===== src/rtl/bus_scheduler.sv =====
// Two-master serial bus scheduler: priority/round-robin grant, CLEAR hand-off,
// priority preemption (STOP_P) and contention-timeout split (STOP_S).
//
// state   | meaning
// IDLE    | bus free, arbitrating valid requests
// GRANT   | CLEAR driven to the winner for one cycle
// ACK     | waiting for the winner to report com (or nak / ack timeout)
// COM     | winner owns the bus; watch for end_com, preemption, split timeout
// STOP    | STOP_P/STOP_S held until the owner reports end_com
// RELEASE | bus select cleared, round-robin pointer updated
module bus_scheduler #(
  parameter int TIMEOUT = 100
) (
  input  logic       clk,
  input  logic       rstN,
  input  logic       req0,
  input  logic       req1,
  input  logic [1:0] slave0,
  input  logic [1:0] slave1,
  input  logic       prio0,
  input  logic       prio1,
  input  logic [1:0] state0,
  input  logic [1:0] state1,
  output logic [1:0] cmd0,
  output logic [1:0] cmd1,
  output logic [2:0] bus_state,
  output logic       busy
);

  localparam logic [2:0] S_IDLE    = 3'd0;
  localparam logic [2:0] S_GRANT   = 3'd1;
  localparam logic [2:0] S_ACK     = 3'd2;
  localparam logic [2:0] S_COM     = 3'd3;
  localparam logic [2:0] S_STOP    = 3'd4;
  localparam logic [2:0] S_RELEASE = 3'd5;

  localparam logic [1:0] ST_END  = 2'b00;
  localparam logic [1:0] ST_NAK  = 2'b01;
  localparam logic [1:0] ST_WAIT = 2'b10;
  localparam logic [1:0] ST_COM  = 2'b11;

  localparam logic [1:0] CMD_WAIT   = 2'b00;
  localparam logic [1:0] CMD_STOP_S = 2'b01;
  localparam logic [1:0] CMD_STOP_P = 2'b10;
  localparam logic [1:0] CMD_CLEAR  = 2'b11;

  localparam logic [7:0] TO_LAST = 8'(TIMEOUT - 1);

  logic [2:0] r_state;
  logic       r_cur_m;
  logic [1:0] r_cur_s;
  logic       r_cur_p;
  logic       r_stop_type;  // 1 = preempt (STOP_P), 0 = split (STOP_S)
  logic       r_rr;
  logic [7:0] r_timer;
  logic [2:0] r_bus_state;

  logic       w_v0;
  logic       w_v1;
  logic       w_win;
  logic [1:0] w_own_st;
  logic       w_contend;
  logic       w_oth_prio;
  logic [7:0] w_timer_inc;
  logic [1:0] w_cmd;

  assign w_v0        = req0 && (slave0 != 2'b00);
  assign w_v1        = req1 && (slave1 != 2'b00);
  // Tie with equal priority goes to the master that did not win last time.
  assign w_win       = (w_v0 && w_v1) ? ((prio0 != prio1) ? prio1 : ~r_rr) : w_v1;
  assign w_own_st    = r_cur_m ? state1 : state0;
  assign w_contend   = r_cur_m ? w_v0 : w_v1;
  assign w_oth_prio  = r_cur_m ? prio0 : prio1;
  assign w_timer_inc = (r_timer == 8'hFF) ? r_timer : r_timer + 8'd1;

  always_ff @(posedge clk or negedge rstN) begin
    if (!rstN) begin
      r_state     <= S_IDLE;
      r_cur_m     <= 1'b0;
      r_cur_s     <= 2'b00;
      r_cur_p     <= 1'b0;
      r_stop_type <= 1'b0;
      r_rr        <= 1'b1;
      r_timer     <= 8'd0;
      r_bus_state <= 3'b000;
    end else begin
      case (r_state)
        S_IDLE: begin
          if (w_v0 || w_v1) begin
            r_cur_m <= w_win;
            r_cur_s <= w_win ? slave1 : slave0;
            r_cur_p <= w_win ? prio1 : prio0;
            r_state <= S_GRANT;
          end
        end
        S_GRANT: begin
          r_timer <= 8'd0;
          r_state <= S_ACK;
        end
        S_ACK: begin
          if (w_own_st == ST_COM) begin
            r_bus_state <= {r_cur_m, r_cur_s};
            r_timer     <= 8'd0;
            r_state     <= S_COM;
          end else if (w_own_st == ST_NAK) begin
            r_state <= S_RELEASE;
          end else if (w_own_st == ST_WAIT) begin
            if (r_timer == TO_LAST) r_state <= S_RELEASE;
            else                    r_timer <= w_timer_inc;
          end
        end
        S_COM: begin
          if (w_own_st == ST_END) begin
            r_state <= S_RELEASE;
          end else if (w_contend && w_oth_prio && !r_cur_p) begin
            r_stop_type <= 1'b1;
            r_state     <= S_STOP;
          end else if (w_contend && (r_timer == TO_LAST)) begin
            r_stop_type <= 1'b0;
            r_state     <= S_STOP;
          end else if (w_contend) begin
            r_timer <= w_timer_inc;
          end
        end
        S_STOP: begin
          if (w_own_st == ST_END) r_state <= S_RELEASE;
        end
        S_RELEASE: begin
          r_bus_state <= 3'b000;
          r_rr        <= r_cur_m;
          r_state     <= S_IDLE;
        end
        default: r_state <= S_IDLE;
      endcase
    end
  end

  always_comb begin
    w_cmd = CMD_WAIT;
    if (r_state == S_GRANT)     w_cmd = CMD_CLEAR;
    else if (r_state == S_STOP) w_cmd = r_stop_type ? CMD_STOP_P : CMD_STOP_S;
    cmd0 = r_cur_m ? CMD_WAIT : w_cmd;
    cmd1 = r_cur_m ? w_cmd : CMD_WAIT;
  end

  assign bus_state = r_bus_state;
  assign busy      = (r_state != S_IDLE);

endmodule


===== config.mk =====
export PLATFORM = sky130hd
export DESIGN_NAME = bus_scheduler
export DESIGN_NICKNAME = d
export VERILOG_FILES = /design/src/rtl/bus_scheduler.sv
export SDC_FILE = /design/constraint.sdc
export NUM_CORES = 1
export LEC_CHECK = 0
export CAP_MARGIN = 10
export CORE_ASPECT_RATIO = 1.25
export CORE_MARGIN = 1.5
export CORE_UTILIZATION = 56
export DETAILED_ROUTE_END_ITERATION = 7
export GPL_TIMING_DRIVEN = 0
export PLACE_DENSITY = 0.9
export SYNTH_ARGS = -nofsm -noshare
export SYNTH_HDL_FRONTEND = slang
export SYNTH_SLANG_ARGS = --single-unit

===== constraint.sdc =====
create_clock -name clk -period 3.3 [get_ports clk]
set_input_delay 0.33 -clock clk [delete_from_list [all_inputs] [get_ports clk]]
set_output_delay 0.33 -clock clk [all_outputs]
set_load 0.005 [all_outputs]

==> flow_summary.ini, run 1 <==
[timing]
fin_skew_ns = 0.01424
setup_tns_ns = 0
fin_crit_ns = 2.442
worst_pin_slew_ns = 0.9060
setup_ws_ns = 0.8576
period_share = 0.7401
hold_viol_final = 0
maxSlewHeadroom = 0.3941
grt_setup_unrepaired = false
max_freq_mhz = 409.4
drv_slew = 0
setup_viol_count_final = 0

[synthesis]
synthAdderAreaFrac = 0.009643
ys_seq_area_frac = 0.3867
synth_simple_gate_area_frac = 0.2401
syn_avg_cell_area_um2 = 8.887
synth-edff-count = 0
synth_xor_area_frac = 0
synth_seq_cells = 20
yosysWarnings = 0
synthFlopType = dfrtp_1
synthesis.nets = 161
synth_compound_area_frac = 0.2633
synth_top_area_frac = 0.3664
netlist_area_um2 = 1297
async_reset_ff_frac = 1.000
synthMuxAreaShare = 0.06557
yosys-top-cells-area = dfrtp_1 (37%), a21oi_1 (6.9%), nor2_1 (4.3%)
syn-instance-count = 146
post_synth_num_cell_types = 45
synth_top_family_by_area = compound AO/OA/AOI/OAI gates
yosys.area.top_type = dfrtp_1

[final_layout]
fillers = 171
diodes = 0
multiInputGateArea_um2 = 750.7
nets = 187
area_growth_pct = 21.22
final_cell_mix = clkdlybuf4s50_1 (21), dfrtp_1 (19), a21oi_1 (18)
layout_commonest_cell = clkdlybuf4s50_1
drive_gt1_frac = 0.1696
register_area_um2 = 501.7

[routing]
drt-pass1-iter-count = 4
drc = 0
ant_nets = 0
viasPerCell = 5.891
detail_route.iter0.violations = 31
num_vias = 1190
wl_per_cell_um = 14.56
routed_wl_mm = 2.942

[power]
p_per_area_nw_per_um2 = 758.8
p_leak_nw = 0.6140
peakVddDrop_v = 0.0005844

[critical_path]
cp_slowest_stage_delay_ns = 0.52
required_ns = 2.97
critPathSlowestCell = clkdlybuf4s50_1
critical_path_class = reg -> out
critPathLaunch = r_state[2]$_DFFE_PN0P_
cp-start-kind = flip-flop
cp-endpoint = cmd0[0]
cp_cell_sequence = clkbuf_1 -> nor2b_1 -> a21oi_1 -> nor3_1 -> clkdlybuf4s50_1
endpoint_kind = primary output
arrival_ns = 2.11
rr_worst_depth = 7
r2r_end = r_timer[0]$_DFFE_PN0P_
cp_max_fo = 10
r2r-start = r_timer[0]$_DFFE_PN0P_
r2r_slack_ns = 0.98

[floorplanning]
dieArea_um2 = 2617
initial_core_util = 0.5932
rows = 19
die_x_um = 46.06
core_um2 = 2187
io-pin-count = 22
die_y_um = 56.82

[min_path]
min_path_cells = 1
hold_start = r_cur_p$_DFFE_PN0P_
hold_path.class = reg -> reg

[status]
outcome = completed

[grt]
track_usage = 0.2495
grt_pass1_wl_mm = 4.843
grt_max_degree = 21
first_global_vias = 1178
overflow = 0
antenna_found_initial = 0

[cts]
root_buffer = clkbuf_4
cts_hold_buffers = 0
clk_pin_slew_ns = 0.12
cts-htree-levels = 1
postCtsSetupBuffers = 0
cts_buffers = 3
cts_buffer_depth = 2
cts_sinks = 20
clock_latency_ns = 0.31
cts_tree = built
cts_resized = 0

[job]
drv_cap = 0

[placement]
pre_cts_slack_ns = 0.6480
hpwl_mm = 2.249
portBuffers = 21
gp_congestion = 0.7628
kinds of logic after synthesis:
logic type | after synthesis
AO/OA/AOI/OAI | 50
adder cells (fa/ha/maj) | 1
buffers and inverters | 7
flip-flops | 20
multiplexers | 8
AND/OR/NAND/NOR | 60
metrics by stage:
step           hold slack [ns]  area, um2  utilization  cells  total power [W]
5_1_grt                 0.5307       1573       0.7191    202         0.001288
4_1_cts                 0.4890       1573       0.7191    202         0.001195
3_5_place_dp            0.4727       1546       0.7071    198         0.001070
2_1_floorplan          0.03441       1297            -    146        0.0008519
6_report                0.4888       1573       0.7191    202         0.001193
3_3_place_gp            0.4712       1546       0.7071    198         0.001041
final cells by class:
cell class                 count  share of cell area
clock buffer                   4             0.01671
multi-input combinational    119              0.4773
buffer                         5             0.02387
sequential                    20              0.3190
tap                           31             0.02466
inverter                       2            0.004773
timing repair buffer          21              0.1337
power breakdown:
| group | internal (W) | switching (W) | total (W) |
|---|---|---|---|
| clock | 0.0000472 | 0.0000790 | 0.000126 |
| sequential | 0.000328 | 0.0000717 | 0.000400 |
| combinational | 0.000315 | 0.000353 | 0.000668 |
| total | 0.000690 | 0.000503 | 0.00119 |
how the worst min path moves through the flow:
stage                                    end  slack, ns
floorplan           bus_state[0]$_DFFE_PN0P_       0.03
global placement     r_stop_type$_DFFE_PN0P_       0.47
detailed placement   r_stop_type$_DFFE_PN0P_       0.47
CTS                  r_stop_type$_DFFE_PN0P_       0.49
global route         r_stop_type$_DFFE_PN0P_       0.53
finish               r_stop_type$_DFFE_PN0P_       0.49
synth_stat cells, types with 2 or more instances:
cell type,count
dfrtp_1,19
a21oi_2,6
mux2_2,4
nor2b_1,2
nand3_1,3
mux2i_1,4
nand2b_1,5
nand3b_1,4
inv_1,2
clkbuf_1,2
or2_2,2
o22ai_1,2
nand2_1,13
nor2_1,15
a211oi_1,2
o21ai_0,8
a21oi_1,18
o21ai_2,3
nor3_1,5
and3_1,2
registers in the layout (all words and copies together), names as in the netlist:
register	flops
r_rr	1
r_state	3
r_timer	8
r_cur_p	1
r_cur_m	1
bus_state	3
r_cur_s	2
r_stop_type	1
layer usage:
metal / vias up / track usage / wire length (um)
li1: 590 / - / -
met1: 562 / 0.2923 / 1217
met3: 8 / 0.01929 / 82
met4: 0 / 0.1184 / 85
met2: 30 / 0.4345 / 1556
met5: - / 0 / 0
critical path: cells and delay by family, from the launching register on:
family,cells,cell delay (ns)
buffers and inverters,2,0.88
flip-flops,1,0.45
AND/OR/NAND/NOR,2,0.36
AO/OA/AOI/OAI,1,0.10
Note: power is estimated with default switching activity, not from simulation.
==> run 2, diff against run 1 <==
Settings changed: CORE_UTILIZATION 56 to 52, PLACE_DENSITY 0.9 to 0.84.
Clock period 3.3 ns to 2.35 ns, I/O delays scaled along.
==> run 2 against run 1 <==
Net effect: wire length grew 3.9%; core utilization decreased by 5.2 points; hold slack worse by 0.063 ns; largest power group unchanged.
==> flow_summary.ini, run 2 (same netlist as run 1, synthesis figures left out) <==
[critical_path]
critical_path_class = reg -> reg
rr_worst_depth = 8
cp-start-kind = flip-flop
r2r-start = r_cur_m$_DFFE_PN0P_
cp_max_fo = 10
r2r_end = r_timer[0]$_DFFE_PN0P_
endpoint_kind = flip-flop
required_ns = 2.55
arrival_ns = 2.47
r2r_slack_ns = 0.08

[cts]
cts_tree = built
cts_buffers = 3
cts_sinks = 20
cts_buffer_depth = 2
cts_hold_buffers = 0
cts-htree-levels = 1
root_buffer = clkbuf_4
clock_latency_ns = 0.30
clk_pin_slew_ns = 0.11

[routing]
wl_per_cell_um = 14.91
drc = 0
routed_wl_mm = 3.056
viasPerCell = 5.971
detail_route.iter0.violations = 27
num_vias = 1224
drt-pass1-iter-count = 4
ant_nets = 0

[final_layout]
largest_register_ffs = 8
utilization = 0.6672
fillers = 219
diodes = 0
area_growth_pct = 23.53
final_cells = 205
layout_commonest_cell = clkdlybuf4s50_1
drive_gt1_frac = 0.1919
regMostFlops = r_timer
nets = 188
final_cell_mix = clkdlybuf4s50_1 (21), dfrtp_1 (19), a21oi_1 (18)

[power]
switching_share = 0.4115
pwr-share-clk = 0.115
comb_power_share = 0.559
power.switching_w = 0.0007160
peakVddDrop_v = 0.0006700
p_leak_nw = 0.6288
internal-power_w = 0.001024
power_frac_seq = 0.326
p_per_area_nw_per_um2 = 1085

[floorplanning]
core_um2 = 2402
die_x_um = 47.68
io-pin-count = 22
dieArea_um2 = 2806
rows = 20
initial_core_util = 0.5401
die_y_um = 58.85

[timing]
hold_viol_final = 0
fin_crit_ns = 2.268
maxSlewHeadroom = 0.4006
fin_skew_ns = 0.003125
max_freq_mhz = 441.0
drv_slew = 0
grt_setup_unrepaired = false
period_share = 0.9650
worst_pin_slew_ns = 0.8962
whs_ns = 0.4263
setup_viol_count_final = 0

[grt]
grt_pass1_wl_mm = 5.099
first_global_vias = 1188
track_usage = 0.2485
grt_max_degree = 21
overflow = 0
antenna_found_initial = 0

[job]
drv_cap = 0

[min_path]
hold_path.class = in -> async

[status]
outcome = completed

[placement]
gp_congestion = 0.7797
hpwl_mm = 2.395
portBuffers = 21
dp_cells = 200
## run 2: changes by cell type in the layout (fill, tap and decap cells not counted)
cell	previous run	this run
buf_2	1	0
clkbuf_1	3	1
mux2i_1	4	3
clkbuf_8	1	2
buf_4	0	1
clkbuf_4	3	5
mux2i_2	0	1
## run 2: layout make-up
| cell class | instances | area (um2) | share of cell area |
|---|---|---|---|
| Buffer | 5 | 43.79 | 0.02732 |
| Clock buffer | 4 | 36.28 | 0.02264 |
| Inverter | 2 | 7.507 | 0.004684 |
| Multi-Input combinational cell | 119 | 754.5 | 0.4707 |
| Sequential cell | 20 | 501.7 | 0.3130 |
| Tap cell | 33 | 41.29 | 0.02576 |
| Timing Repair Buffer | 22 | 217.7 | 0.1358 |
## run 2: per-stage QoR
step | total power [W] | setup WS [ns] | TNS, ns | area [um2]
final | 0.001740 | 0.08233 | 0 | 1603
after global routing | 0.001871 | 0.008349 | 0 | 1603
after CTS | 0.001709 | 0.006013 | 0 | 1587
after detailed placement | 0.001509 | -0.1983 | -1.172 | 1549
after global placement | 0.001462 | -0.1675 | -0.9903 | 1549
after floorplan | 0.001196 | 0.2561 | 0 | 1297
## run 2: how the worst max path moves through the flow
stage / startpoint / slack [ns] / cells past startpoint / end
after detailed placement: slave0[1] / -0.20 / 7 / r_timer[0]$_DFFE_PN0P_
after CTS: r_cur_m$_DFFE_PN0P_ / 0.006 / 7 / r_timer[0]$_DFFE_PN0P_
after global routing: r_timer[0]$_DFFE_PN0P_ / 0.008 / 9 / r_timer[5]$_DFFE_PN0P_
after global placement: slave0[1] / -0.17 / 7 / r_timer[0]$_DFFE_PN0P_
final: r_cur_m$_DFFE_PN0P_ / 0.08 / 8 / r_timer[0]$_DFFE_PN0P_
after floorplan: r_timer[0]$_DFFE_PN0P_ / 0.26 / 7 / r_timer[0]$_DFFE_PN0P_
## run 2: worst max-delay path: stages (launching register included)
cell	delay, ns
dfrtp_1	0.42
clkbuf_4	0.23
mux2i_2	0.27
nor2_1	0.09
or4_4	0.43
a211oi_4	0.24
buf_4	0.19
nand2_1	0.08
a22o_1	0.23
## run 2: what timing repair did
action                     CTS  global route
pin swaps                    0             1
setup endpoints to repair    1             9
setup buffers                0             1
gates resized for setup      1             4
## run 2: power groups by stage
stage / Combinational [W] / Sequential, W / Clock (W)
after floorplan: 0.000656 / 0.000540 / 0
after detailed placement: 0.000940 / 0.000568 / 0
after CTS: 0.000944 / 0.000561 / 0.000204
after global routing: 0.00107 / 0.000580 / 0.000220
after global placement: 0.000901 / 0.000561 / 0
final: 0.000973 / 0.000567 / 0.000199
## run 2: metal layers
| metal | global-route usage | wire (um) | vias up |
|---|---|---|---|
| li1 | - | - | 593 |
| met5 | 0 | 0 | - |
| met4 | 0.09653 | 92 | 0 |
| met3 | 0.02454 | 99 | 10 |
| met1 | 0.2939 | 1232 | 589 |
| met2 | 0.4400 | 1631 | 32 |
==> run 3, diff against run 2 <==
Settings changed: PLACE_DENSITY 0.84 to 0.78.
==> run 3 against run 2 <==
Net effect: via count decreased by 4.1%; power about the same; critical path type unchanged; highest routed layer unchanged; sequential share of layout area decreased by 0.24 points; die area unchanged; wire length decreased by 2.9%; core utilization increased by 0.52 points; fmax about the same.
==> flow_summary.ini, run 3 (same netlist as run 1, synthesis figures left out) <==
[critical_path]
required_ns = 2.56
r2r_slack_ns = 0.08
rr_worst_depth = 7
arrival_ns = 2.47
critPathLaunch = r_cur_m$_DFFE_PN0P_
critical_path_class = reg -> reg
r2r_end = r_timer[0]$_DFFE_PN0P_
cp-endpoint = r_timer[0]$_DFFE_PN0P_
cp-start-kind = flip-flop
r2r-start = r_cur_m$_DFFE_PN0P_
cp_max_fo = 7
endpoint_kind = flip-flop

[placement]
portBuffers = 21
dp_cells = 200
hpwl_mm = 2.167
placed_area_um2 = 1549
pre_cts_slack_ns = -0.1712
gp_congestion = 0.7653

[floorplanning]
initial_core_util = 0.5401
io-pin-count = 22
die_y_um = 58.85
rows = 20
die_x_um = 47.68
dieArea_um2 = 2806
core_um2 = 2402

[timing]
worst_pin_slew_ns = 0.9534
maxSlewHeadroom = 0.3624
period_share = 0.9642
fin_crit_ns = 2.266
setup_viol_count_final = 0
grt_setup_unrepaired = false
fin_skew_ns = 0.005716
hold_viol_final = 0
drv_slew = 0
setup_ws_ns = 0.08414
max_freq_mhz = 441.3
whs_ns = 0.4501

[routing]
drt-pass1-iter-count = 4
wl_per_cell_um = 14.27
viasPerCell = 5.644
drc = 0
ant_nets = 0
detail_route.iter0.violations = 40
routed_wl_mm = 2.968
num_vias = 1174

[final_layout]
fin_area_um2 = 1615
final_cells = 208
final_cell_mix = clkdlybuf4s50_1 (21), dfrtp_1 (19), a21oi_1 (18)
layout_commonest_cell = clkdlybuf4s50_1
largest_register_ffs = 8
diodes = 0
regMostFlops = r_timer
nets = 191
area_growth_pct = 24.49
drive_gt1_frac = 0.2057
utilization = 0.6724

[grt]
antenna_found_initial = 0
globalRouteMet1Util = 0.2804
grtUsageMet3 = 0.01840
busiest_layer = met2
overflow = 0
grt_max_degree = 21
met2_usage = 0.4019
track_usage = 0.2288
first_global_vias = 1099
grt_pass1_wl_mm = 4.636

[power]
p_leak_nw = 0.6350
p_per_area_nw_per_um2 = 1077
peakVddDrop_v = 0.0008302

[status]
outcome = completed

[cts]
clk_pin_slew_ns = 0.11
cts_buffers = 3
cts_sinks = 20
cts_buffer_depth = 2
cts_tree = built
cts-htree-levels = 1
cts_hold_buffers = 0
clock_latency_ns = 0.30
root_buffer = clkbuf_4

[job]
drv_cap = 0

[min_path]
hold_path.class = in -> async
run 3: timing repair:
item | 4_1_cts | 5_1_grt
setup buffers | 0 | 4
gates resized for setup | 0 | 5
setup endpoints to repair | 0 | 12
run 3: through the flow:
stage / TNS (ns) / total power, W
finish: 0 / 0.001740
global placement: -0.9345 / 0.001470
detailed placement: -1.014 / 0.001502
global route: 0 / 0.001870
CTS: 0 / 0.001673
floorplan: 0 / 0.001196
run 3: final cells by class:
cell class / instances / area, um2
plain buffers: 5 / 41.29
clock buffers: 4 / 26.28
fillers: 223 / 787.0
inverters: 2 / 7.507
multi-input cells: 119 / 757.0
flip-flops and latches: 20 / 501.7
well taps: 33 / 41.29
repair buffers: 25 / 240.2
run 3: worst min path at each step:
stage / from / slack [ns] / endpoint
after detailed placement: r_cur_p$_DFFE_PN0P_ / 0.49 / r_stop_type$_DFFE_PN0P_
after floorplan: rstN / -0.06 / bus_state[0]$_DFFE_PN0P_
after global routing: rstN / 0.52 / r_timer[0]$_DFFE_PN0P_
after CTS: rstN / 0.46 / r_state[0]$_DFFE_PN0P_
after global placement: r_cur_p$_DFFE_PN0P_ / 0.48 / r_stop_type$_DFFE_PN0P_
final: rstN / 0.45 / r_timer[4]$_DFFE_PN0P_
run 3: critical path, stage by stage (launching register included):
cell	delay, ns
dfrtp_1	0.39
buf_4	0.14
or2b_2	0.16
o22ai_1	0.14
or4_4	0.53
a211oi_4	0.41
nand2_1	0.14
a22o_1	0.25
run 3: power by group:
group	switching [W]	leakage (nW)	internal (W)
clock	0.000107	0.0150	0.0000662
sequential	0.0000946	0.257	0.000461
combinational	0.000517	0.363	0.000495
total	0.000718	0.635	0.00102
run 3: metal layers:
layer / routed length [um] / share of wire
met5: 0 / 0
met4: 43 / 0.014
met3: 80 / 0.027
met2: 1523 / 0.51
met1: 1320 / 0.44
